`src/rtl/axilite_pkg.sv`:
```
// rtl/axilite_pkg.sv - AXI4-Lite response codes and responder FSM state types
package axilite_pkg;

    localparam logic [1:0] RESP_OKAY   = 2'b00;
    localparam logic [1:0] RESP_EXOKAY = 2'b01;
    localparam logic [1:0] RESP_SLVERR = 2'b10;
    localparam logic [1:0] RESP_DECERR = 2'b11;

    typedef enum logic [1:0] {
        W_IDLE,
        W_HAVE_AW,
        W_HAVE_W,
        W_RESP
    } wr_state_t;

    typedef enum logic {
        R_IDLE,
        R_RESP
    } rd_state_t;

endpackage

```
`src/rtl/axilite_slave_regfile_if.sv`:
```
// rtl/axilite_slave_regfile_if.sv - AXI4-Lite bus bundle with master/slave views
interface axilite_slave_regfile_if #(
    parameter int ADDR_W = 32,
    parameter int DATA_W = 64
);
    logic [ADDR_W-1:0]   awaddr;
    logic [2:0]          awprot;
    logic                awvalid;
    logic                awready;
    logic [DATA_W-1:0]   wdata;
    logic [DATA_W/8-1:0] wstrb;
    logic                wvalid;
    logic                wready;
    logic [1:0]          bresp;
    logic                bvalid;
    logic                bready;
    logic [ADDR_W-1:0]   araddr;
    logic [2:0]          arprot;
    logic                arvalid;
    logic                arready;
    logic [DATA_W-1:0]   rdata;
    logic [1:0]          rresp;
    logic                rvalid;
    logic                rready;

    modport slave (
        input  awaddr, awprot, awvalid, output awready,
        input  wdata, wstrb, wvalid,    output wready,
        output bresp, bvalid,           input  bready,
        input  araddr, arprot, arvalid, output arready,
        output rdata, rresp, rvalid,    input  rready
    );

    modport master (
        output awaddr, awprot, awvalid, input  awready,
        output wdata, wstrb, wvalid,    input  wready,
        input  bresp, bvalid,           output bready,
        output araddr, arprot, arvalid, input  arready,
        input  rdata, rresp, rvalid,    output rready
    );
endinterface

```
`src/rtl/axilite_strb_merge.sv`:
```
// rtl/axilite_strb_merge.sv - combinational byte-lane merge of old word, new word and strobe
module axilite_strb_merge #(
    parameter int DATA_W = 64
) (
    input  logic [DATA_W-1:0]   old_data,
    input  logic [DATA_W-1:0]   new_data,
    input  logic [DATA_W/8-1:0] strb,
    output logic [DATA_W-1:0]   merged
);
    always_comb begin
        merged = old_data;
        for (int b = 0; b < DATA_W/8; b++) begin
            if (strb[b]) begin
                merged[b*8 +: 8] = new_data[b*8 +: 8];
            end
        end
    end
endmodule

```
`src/rtl/axilite_slave_regfile.sv`:
```
// rtl/axilite_slave_regfile.sv - AXI4-Lite register file responder with fabric write port
// Optional AXIL_SLV_DECERR_EN: out-of-range addresses get DECERR instead of aliasing.
module axilite_slave_regfile
    import axilite_pkg::*;
#(
    parameter int ADDR_W   = 32,
    parameter int DATA_W   = 64,
    parameter int NUM_REGS = 16
) (
    input  logic                         aclk,
    input  logic                         aresetn,
    axilite_slave_regfile_if.slave       s_axi,
    input  logic                         usr_wr_en,
    input  logic [$clog2(NUM_REGS)-1:0]  usr_wr_idx,
    input  logic [DATA_W-1:0]            usr_wr_data,
    output logic [NUM_REGS*DATA_W-1:0]   regs_out
);
    localparam int STRB_W   = DATA_W / 8;
    localparam int ADDR_LSB = $clog2(STRB_W);
    localparam int IDX_W    = $clog2(NUM_REGS);

    logic [DATA_W-1:0] regs_q [NUM_REGS];
    logic [DATA_W-1:0] regs_d [NUM_REGS];

    wr_state_t         wr_state_q, wr_state_d;
    logic [IDX_W-1:0]  aw_idx_q, aw_idx_d;
    logic              aw_err_q, aw_err_d;
    logic [DATA_W-1:0] wdata_q, wdata_d;
    logic [STRB_W-1:0] wstrb_q, wstrb_d;
    logic [1:0]        bresp_q, bresp_d;

    rd_state_t         rd_state_q, rd_state_d;
    logic [DATA_W-1:0] rdata_q, rdata_d;
    logic [1:0]        rresp_q, rresp_d;

    logic              awready_int, wready_int, arready_int;
    logic              aw_hs, w_hs, ar_hs;
    logic              aw_err_now, ar_err_now;
    logic [IDX_W-1:0]  aw_idx_now, ar_idx_now;

    logic              commit_en, commit_err;
    logic [IDX_W-1:0]  commit_idx;
    logic [DATA_W-1:0] commit_data, commit_merged;
    logic [STRB_W-1:0] commit_strb;

    assign aw_idx_now = s_axi.awaddr[ADDR_LSB +: IDX_W];
    assign ar_idx_now = s_axi.araddr[ADDR_LSB +: IDX_W];

`ifdef AXIL_SLV_DECERR_EN
    assign aw_err_now = |s_axi.awaddr[ADDR_W-1:ADDR_LSB+IDX_W];
    assign ar_err_now = |s_axi.araddr[ADDR_W-1:ADDR_LSB+IDX_W];
`else
    assign aw_err_now = 1'b0;
    assign ar_err_now = 1'b0;
`endif

    // Prot bits and sub-word address bits carry no meaning for this register file.
    logic unused_ok;
    assign unused_ok = ^{s_axi.awprot, s_axi.arprot, s_axi.awaddr, s_axi.araddr};

    // Readies are gated by reset so they sit low while aresetn is asserted.
    assign awready_int = aresetn && (wr_state_q == W_IDLE || wr_state_q == W_HAVE_W);
    assign wready_int  = aresetn && (wr_state_q == W_IDLE || wr_state_q == W_HAVE_AW);
    assign arready_int = aresetn && (rd_state_q == R_IDLE);

    assign aw_hs = s_axi.awvalid && awready_int;
    assign w_hs  = s_axi.wvalid  && wready_int;
    assign ar_hs = s_axi.arvalid && arready_int;

    always_comb begin
        wr_state_d  = wr_state_q;
        aw_idx_d    = aw_idx_q;
        aw_err_d    = aw_err_q;
        wdata_d     = wdata_q;
        wstrb_d     = wstrb_q;
        bresp_d     = bresp_q;
        commit_en   = 1'b0;
        commit_idx  = aw_idx_q;
        commit_err  = aw_err_q;
        commit_data = wdata_q;
        commit_strb = wstrb_q;

        if (aw_hs) begin
            aw_idx_d = aw_idx_now;
            aw_err_d = aw_err_now;
        end
        if (w_hs) begin
            wdata_d = s_axi.wdata;
            wstrb_d = s_axi.wstrb;
        end

        case (wr_state_q)
            W_IDLE: begin
                if (aw_hs && w_hs) begin
                    commit_en   = 1'b1;
                    commit_idx  = aw_idx_now;
                    commit_err  = aw_err_now;
                    commit_data = s_axi.wdata;
                    commit_strb = s_axi.wstrb;
                end else if (aw_hs) begin
                    wr_state_d = W_HAVE_AW;
                end else if (w_hs) begin
                    wr_state_d = W_HAVE_W;
                end
            end
            W_HAVE_AW: begin
                if (w_hs) begin
                    commit_en   = 1'b1;
                    commit_data = s_axi.wdata;
                    commit_strb = s_axi.wstrb;
                end
            end
            W_HAVE_W: begin
                if (aw_hs) begin
                    commit_en  = 1'b1;
                    commit_idx = aw_idx_now;
                    commit_err = aw_err_now;
                end
            end
            W_RESP: begin
                if (s_axi.bready) begin
                    wr_state_d = W_IDLE;
                end
            end
            default: wr_state_d = W_IDLE;
        endcase

        if (commit_en) begin
            wr_state_d = W_RESP;
            bresp_d    = commit_err ? RESP_DECERR : RESP_OKAY;
        end
    end

    axilite_strb_merge #(.DATA_W(DATA_W)) u_strb_merge (
        .old_data (regs_q[commit_idx]),
        .new_data (commit_data),
        .strb     (commit_strb),
        .merged   (commit_merged)
    );

    // The AXI commit is applied last so it owns the whole word on an index clash.
    always_comb begin
        for (int i = 0; i < NUM_REGS; i++) begin
            regs_d[i] = regs_q[i];
        end
        if (usr_wr_en) begin
            regs_d[usr_wr_idx] = usr_wr_data;
        end
        if (commit_en && !commit_err) begin
            regs_d[commit_idx] = commit_merged;
        end
    end

    always_comb begin
        rd_state_d = rd_state_q;
        rdata_d    = rdata_q;
        rresp_d    = rresp_q;
        case (rd_state_q)
            R_IDLE: begin
                if (ar_hs) begin
                    rdata_d    = ar_err_now ? '0 : regs_q[ar_idx_now];
                    rresp_d    = ar_err_now ? RESP_DECERR : RESP_OKAY;
                    rd_state_d = R_RESP;
                end
            end
            R_RESP: begin
                if (s_axi.rready) begin
                    rd_state_d = R_IDLE;
                end
            end
            default: rd_state_d = R_IDLE;
        endcase
    end

    always_ff @(posedge aclk or negedge aresetn) begin
        if (!aresetn) begin
            for (int i = 0; i < NUM_REGS; i++) begin
                regs_q[i] <= '0;
            end
            wr_state_q <= W_IDLE;
            aw_idx_q   <= '0;
            aw_err_q   <= 1'b0;
            wdata_q    <= '0;
            wstrb_q    <= '0;
            bresp_q    <= RESP_OKAY;
            rd_state_q <= R_IDLE;
            rdata_q    <= '0;
            rresp_q    <= RESP_OKAY;
        end else begin
            for (int i = 0; i < NUM_REGS; i++) begin
                regs_q[i] <= regs_d[i];
            end
            wr_state_q <= wr_state_d;
            aw_idx_q   <= aw_idx_d;
            aw_err_q   <= aw_err_d;
            wdata_q    <= wdata_d;
            wstrb_q    <= wstrb_d;
            bresp_q    <= bresp_d;
            rd_state_q <= rd_state_d;
            rdata_q    <= rdata_d;
            rresp_q    <= rresp_d;
        end
    end

    assign s_axi.awready = awready_int;
    assign s_axi.wready  = wready_int;
    assign s_axi.arready = arready_int;
    assign s_axi.bvalid  = (wr_state_q == W_RESP);
    assign s_axi.bresp   = bresp_q;
    assign s_axi.rvalid  = (rd_state_q == R_RESP);
    assign s_axi.rresp   = rresp_q;
    assign s_axi.rdata   = rdata_q;

    for (genvar g = 0; g < NUM_REGS; g++) begin : g_regs_out
        assign regs_out[g*DATA_W +: DATA_W] = regs_q[g];
    end

endmodule

```
`src/flat_wrapper.sv`:
```
// flat-port wrapper written by rule: the top's interface ports become plain ports
module axilite_slave_regfile_flat import axilite_pkg::*;
#(
    parameter int ADDR_W   = 32,
    parameter int DATA_W   = 64,
    parameter int NUM_REGS = 16
)
  (aclk, aresetn, usr_wr_en, usr_wr_idx, usr_wr_data, regs_out, s_axi_awaddr, s_axi_awprot, s_axi_awvalid, s_axi_awready, s_axi_wdata, s_axi_wstrb, s_axi_wvalid, s_axi_wready, s_axi_bresp, s_axi_bvalid, s_axi_bready, s_axi_araddr, s_axi_arprot, s_axi_arvalid, s_axi_arready, s_axi_rdata, s_axi_rresp, s_axi_rvalid, s_axi_rready);
  axilite_slave_regfile_if #(.ADDR_W(ADDR_W), .DATA_W(DATA_W)) s_axi_i ();
  input  logic aclk;
  input  logic aresetn;
  input  logic usr_wr_en;
  input  logic [$clog2(NUM_REGS)-1:0] usr_wr_idx;
  input  logic [DATA_W-1:0] usr_wr_data;
  output logic [NUM_REGS*DATA_W-1:0] regs_out;
  input wire logic [$bits(s_axi_i.awaddr)-1:0] s_axi_awaddr;
  input wire logic [$bits(s_axi_i.awprot)-1:0] s_axi_awprot;
  input wire logic [$bits(s_axi_i.awvalid)-1:0] s_axi_awvalid;
  output wire logic [$bits(s_axi_i.awready)-1:0] s_axi_awready;
  input wire logic [$bits(s_axi_i.wdata)-1:0] s_axi_wdata;
  input wire logic [$bits(s_axi_i.wstrb)-1:0] s_axi_wstrb;
  input wire logic [$bits(s_axi_i.wvalid)-1:0] s_axi_wvalid;
  output wire logic [$bits(s_axi_i.wready)-1:0] s_axi_wready;
  output wire logic [$bits(s_axi_i.bresp)-1:0] s_axi_bresp;
  output wire logic [$bits(s_axi_i.bvalid)-1:0] s_axi_bvalid;
  input wire logic [$bits(s_axi_i.bready)-1:0] s_axi_bready;
  input wire logic [$bits(s_axi_i.araddr)-1:0] s_axi_araddr;
  input wire logic [$bits(s_axi_i.arprot)-1:0] s_axi_arprot;
  input wire logic [$bits(s_axi_i.arvalid)-1:0] s_axi_arvalid;
  output wire logic [$bits(s_axi_i.arready)-1:0] s_axi_arready;
  output wire logic [$bits(s_axi_i.rdata)-1:0] s_axi_rdata;
  output wire logic [$bits(s_axi_i.rresp)-1:0] s_axi_rresp;
  output wire logic [$bits(s_axi_i.rvalid)-1:0] s_axi_rvalid;
  input wire logic [$bits(s_axi_i.rready)-1:0] s_axi_rready;
  assign s_axi_i.awaddr = s_axi_awaddr;
  assign s_axi_i.awprot = s_axi_awprot;
  assign s_axi_i.awvalid = s_axi_awvalid;
  assign s_axi_awready = s_axi_i.awready;
  assign s_axi_i.wdata = s_axi_wdata;
  assign s_axi_i.wstrb = s_axi_wstrb;
  assign s_axi_i.wvalid = s_axi_wvalid;
  assign s_axi_wready = s_axi_i.wready;
  assign s_axi_bresp = s_axi_i.bresp;
  assign s_axi_bvalid = s_axi_i.bvalid;
  assign s_axi_i.bready = s_axi_bready;
  assign s_axi_i.araddr = s_axi_araddr;
  assign s_axi_i.arprot = s_axi_arprot;
  assign s_axi_i.arvalid = s_axi_arvalid;
  assign s_axi_arready = s_axi_i.arready;
  assign s_axi_rdata = s_axi_i.rdata;
  assign s_axi_rresp = s_axi_i.rresp;
  assign s_axi_rvalid = s_axi_i.rvalid;
  assign s_axi_i.rready = s_axi_rready;
  axilite_slave_regfile #(.ADDR_W(ADDR_W), .DATA_W(DATA_W), .NUM_REGS(NUM_REGS)) u_core (.aclk(aclk), .aresetn(aresetn), .s_axi(s_axi_i), .usr_wr_en(usr_wr_en), .usr_wr_idx(usr_wr_idx), .usr_wr_data(usr_wr_data), .regs_out(regs_out));
endmodule
```
`config.mk`:
```
export PLATFORM = sky130hd
export DESIGN_NAME = axilite_slave_regfile_flat
export DESIGN_NICKNAME = d
export VERILOG_FILES = /design/src/rtl/axilite_pkg.sv /design/src/rtl/axilite_slave_regfile_if.sv /design/src/rtl/axilite_strb_merge.sv /design/src/rtl/axilite_slave_regfile.sv /design/src/flat_wrapper.sv
export SDC_FILE = /design/constraint.sdc
export NUM_CORES = 2
export LEC_CHECK = 0
export ABC_AREA = 1
export CAP_MARGIN = 20
export CORE_AREA = 2 2 517 519
export DETAILED_ROUTE_END_ITERATION = 10
export DIE_AREA = 0 0 519 521
export MAX_ROUTING_LAYER = met4
export SKIP_CTS_REPAIR_TIMING = 1
export SLEW_MARGIN = 20
export SYNTH_ARGS = -nofsm -noshare
export SYNTH_HDL_FRONTEND = slang
export SYNTH_SLANG_ARGS = --single-unit
```
`constraint.sdc`:
```
create_clock -name aclk -period 6.3 [get_ports aclk]
set_clock_uncertainty 0.05 [all_clocks]
set_input_delay 1.26 -clock aclk [delete_from_list [all_inputs] [get_ports aclk]]
set_output_delay 1.26 -clock aclk [all_outputs]
set_load 0.05 [all_outputs]
```
---- Word-level counts from Yosys, hierarchy flattened ----
Index checks and enable logic that the tools add are counted.
operators by class
  add/subtract/negate cells ............... 0
  $mul .................................... 0
  div/mod/pow operators ................... 0
  $lt $le $gt $ge ......................... 5
  equality and inequality tests ........... 6
  shifts and indexed selects .............. 0
  multiplexer cells ....................... 48
  bitwise logic cells ..................... 4
  reductions and logical operators ........ 17
operator list
  kind                                                                          count
  1024-bit bitwise mux                                                          2
  1024-bit 2-to-1 mux                                                           2
  64-bit binary-select mux with 4-bit select                                    2
  64-bit demux with 4-bit select                                                2
  64-bit 2-to-1 mux                                                             8
  64-bit one-hot mux with 2 select lines                                        1
  8-bit 2-to-1 mux                                                              10
  8-bit one-hot mux with 2 select lines                                         1
  5-bit greater-or-equal comparator, second input constant                      3
  4-bit NOT with 5-bit output                                                   3
  2-bit 2-to-1 mux                                                              6
  1-bit logical AND                                                             10
  5-bit by 1-bit less-than comparator with 1-bit output, second input constant  2
  4-bit 2-to-1 mux                                                              2
  4-bit one-hot mux with 2 select lines                                         1
  1-bit 2-to-1 mux                                                              7
  2-bit equality test, second input constant                                    2
  4-bit by 1-bit != test with 1-bit output, second input constant               1
  1-bit one-hot mux with 2 select lines                                         2
  2-bit one-hot mux with 2 select lines                                         1
  4-bit AND reduction                                                           1
  3-bit by 1-bit != test with 1-bit output, second input constant               1
  3-bit by 2-bit != test with 1-bit output, second input constant               1
  1-bit one-hot mux with 3 select lines                                         1
  7 further kinds                                                               8
word-level totals
  flip-flop bits (word level) ............. 1170
  latch bits .............................. 0
  memory bits (writable) .................. 0
  memory bits (read-only) ................. 0
  output and inout port bits .............. 1097
  memories kept ........................... 0

---- Logic depth before layout (Yosys ltp) ----
  depth after elaboration ................. 14
  gate-level depth with buffers ........... 21

---- By module ----
Synthesis repeated with hierarchy kept, for this count alone.
unflattened totals
  cell total of the unflattened synthesis .. 11777
  area total of the unflattened synthesis .. 77997.3 µm²
by module, submodules not included
  module                 instances  cells each  area an instance (µm²)  sequential area each (µm²)
  axilite_slave_regfile  1          11569       77156.5                 29253.1
  axilite_strb_merge     1          208         840.8                   0.0

---- Worst setup path before layout ----
No wires, ideal clock.
  path type ............................... input to register
  start point ............................. input s_axi_wvalid
  end point ............................... register u_core.regs_q, in the netlist u_core.regs_out[37]
  library setup time ...................... 121 ps
  data arrival time ....................... 3155 ps
  required time ........................... 6129 ps
  slack ................................... 2974 ps
  stages .................................. 19
  cell sequence ........................... nand3_4 -> inv_4 -> nand2_4 -> nand2_1 -> nand3_2 -> nand2_4 -> inv_2 -> buf_2 -> buf_6 -> buf_2 -> nand2_1 -> nand2_1 -> nand2_1 -> nand3_1 -> a21oi_1 -> nand2_2 -> buf_2 -> nand3_1 -> nand2_1
RTL lines
  what                            line                          text
  start: declaration              flat_wrapper.sv:22            input wire logic [$bits(s_axi_i.wvalid)-1:0] s_axi_wvalid;
  end signal: indexed assignment  axilite_slave_regfile.sv:191  regs_q[i] <= regs_d[i];
  end: declaration                axilite_slave_regfile.sv:22   logic [DATA_W-1:0] regs_q [NUM_REGS];

==> results.cfg <==
[status]
outcome = completed

[floorplanning]
die_h_um = 521
start_util_pct = 29.2
rows = 189
core_area_mm2 = 0.264
dieArea_mm2 = 0.270
ioPinCount = 1315
die_w_um = 519

[routing]
num_vias = 95065
antenna_left = 0
avgViaCountPerCell = 6.00
routed_wl_um = 501000
remaining_drc_errors = 0
first_iter_violations = 14657
routedWlPerCell_um = 31.6
firstDrtPassIters = 7

[worst_setup_path]
cp_num_buf_inv = 6
cp_max_fo = 48
slowest_delay_ns = 0.54
worstPathCellList = clkdlybuf4s50_1 > nand3_2 > inv_2 > nand2_4 > nand2_1 > nand3_2 > nand2_8 > inv_8 > nor2_4 > inv_2 > nor2_1 > nand2_4 > inv_4 > buf_12 > nand3_1 > nand2_1
crit_path_start_kind = input pin
worstReg2RegEnd = u_core.regs_out[167]
crit_type = in -> reg
cp_slowest_cell = inv_4
reg2reg_from = u_core.wr_state_q[1]
r2r_slack_ns = 1.52
crit_required_ns = 7.03
worst-path-stages = 16
reg2reg_depth = 16
crit_family = simple AND/OR/NAND/NOR gates
crit_path_end_kind = flip-flop
arrival_ns = 5.83

[run]
cap_viol_max_count = 0

[timing]
slew_viol_final = 0
max_freq_mhz = 196
finalSetupTns_ns = 0
rsz0062_at_grt = false
worst_slack_ns = 1.20
tightest_slew_ns = 1.32
post-route-period-util_pct = 81.0
hold_viol_final = 0
period_needed_ns = 5.10
setup_violations = 0
relSlewSlack_pct = 12.1

[logic_synthesis]
postSynthAreaPerCell_um2 = 6.68
synth_top_area_share_pct = 37.9
post-synth-top-area-cell = dfrtp_1
synth_area_mm2 = 0.0772
ys_ff_latch = 1169
ys_top_cells_by_area = dfrtp_1, nand2_1, o211ai_1
ys_seq_area_share_pct = 37.9
yosys.cell_types.count = 46
yosys_warnings = 0
syn_inst = 11561

[placement]
dp_hpwl_um = 321000
dpl_worst_slack_ns = 0.474
place.gp.congestion = 0.958
io_buffers = 1250

[clocking]
cts_buffer_depth = 3
cts_tree = done
htree_num_levels = 4
cts_sinks = 1169
cts-root-buf = clkbuf_16
numCtsBuffers = 150
clk_pin_slew_ns = 0.06
clock_latency_ns = 0.85

[final_layout]
layout.nets = 12373
layout-drive-gt1-share_pct = 5.72
fillers = 27822
synthToLayoutAreaGrowth_pct = 27.2

[global_routing]
track_usage_pct = 36.4
grt_pass1_wl_um = 688000
grt_max_degree = 174
antenna_found_initial = 41
gr-total-overflow = 0
grt_pass1_vias = 86046

[min_path]
worst_hold_path_type = in -> async
cell usage after synthesis, drive strengths merged:
cell	n
a211oi	11
a21o	25
a21oi	348
a22oi	36
a31oi	41
buf	356
clkbuf	711
clkinv	27
conb	1
dfrtp	1169
inv	611
mux2	28
nand2	4469
nand3	1146
nand4	3
nor2	501
nor3	9
o2111ai	60
o211ai	881
o21a	2
o21ai	968
o21bai	1
o221ai	117
o22ai	31
o31ai	3
or2	6
cell usage in the layout (no fill, tap or decap), drive strengths merged, types with 2 or more instances in the layout:
master         instances
a21oi                348
nand3               1146
o21a                   2
a22oi                 36
nor3                   9
buf                  264
o211ai               881
nand2               4469
a211oi                11
clkinv                51
clkbuf               219
o22ai                 31
clkinvlp               6
o21ai                968
or2                    6
o221ai               117
dfrtp               1169
inv                  619
a31oi                 41
a21o                  25
bufinv                15
conb                   2
mux2                  28
clkdlybuf4s50       1244
nand4                  3
o2111ai               60
diode                 49
nor2                 501
o31ai                  3
through the flow:
| step | instance area, µm² | hold slack [ns] | utilization (%) | instances |
|---|---|---|---|---|
| after global routing | 98200 | 0.167 | 37.1 | 15848 |
| after global placement | 92800 | 0.402 | 35.1 | 15536 |
| after floorplan | 77200 | 0.386 | - | 11562 |
| after detailed placement | 92800 | 0.404 | 35.1 | 15536 |
| final | 98200 | 0.182 | 37.1 | 15857 |
| after CTS | 98100 | 0.152 | 37.1 | 15808 |
final cells by class:
type | count | area (µm²) | area share, %
Antenna cell | 49 | 123 | 0.125
Timing Repair Buffer | 1508 | 15400 | 15.6
Multi-Input combinational cell | 8688 | 41300 | 42.0
Inverter | 638 | 2490 | 2.53
Sequential cell | 1169 | 29300 | 29.8
Clock buffer | 219 | 4440 | 4.52
Tap cell | 3533 | 4420 | 4.50
Clock inverter | 53 | 822 | 0.837
metal layers:
layer	GRT usage (%)	part of all wire [%]	vias up
li1	-	-	39797
met1	43.0	36	44848
met2	50.8	41	8390
met3	13.0	15	2030
met4	26.3	8.5	0
met5	-	0	-
kinds of logic (layout without fill, tap and decap cells):
family	count (synthesis)	after routing	synth area share (%)
simple gates	6134	6134	32.1
buf+inv	1705	2418	9.04
compound gates	2524	2524	20.5
other cells	1	51	0.00486
flops	1169	1169	37.9
mux	28	28	0.408
worst max path at each step:
stage                            to           from
2_1_floorplan   u_core.regs_out[37]   s_axi_wvalid
3_3_place_gp   u_core.regs_out[694]  s_axi_awvalid
3_5_place_dp   u_core.regs_out[662]  s_axi_awvalid
4_1_cts        u_core.regs_out[662]  s_axi_awvalid
5_1_grt        u_core.regs_out[694]  s_axi_awvalid
6_report       u_core.regs_out[167]  s_axi_awvalid
sequential cells by signal, summed over array words and instances, names as in the netlist:
name	count
u_core.aw_err_q	1
u_core.aw_idx_q	4
u_core.regs_out	1024
u_core.s_axi.bresp	1
u_core.s_axi.rdata	64
u_core.s_axi.rvalid	1
u_core.wdata_q	64
u_core.wr_state_q	2
u_core.wstrb_q	8
Power is left out: the tool's default activity adds up to more than one toggle a clock period on the data nets, which glitch-free logic cannot reach.
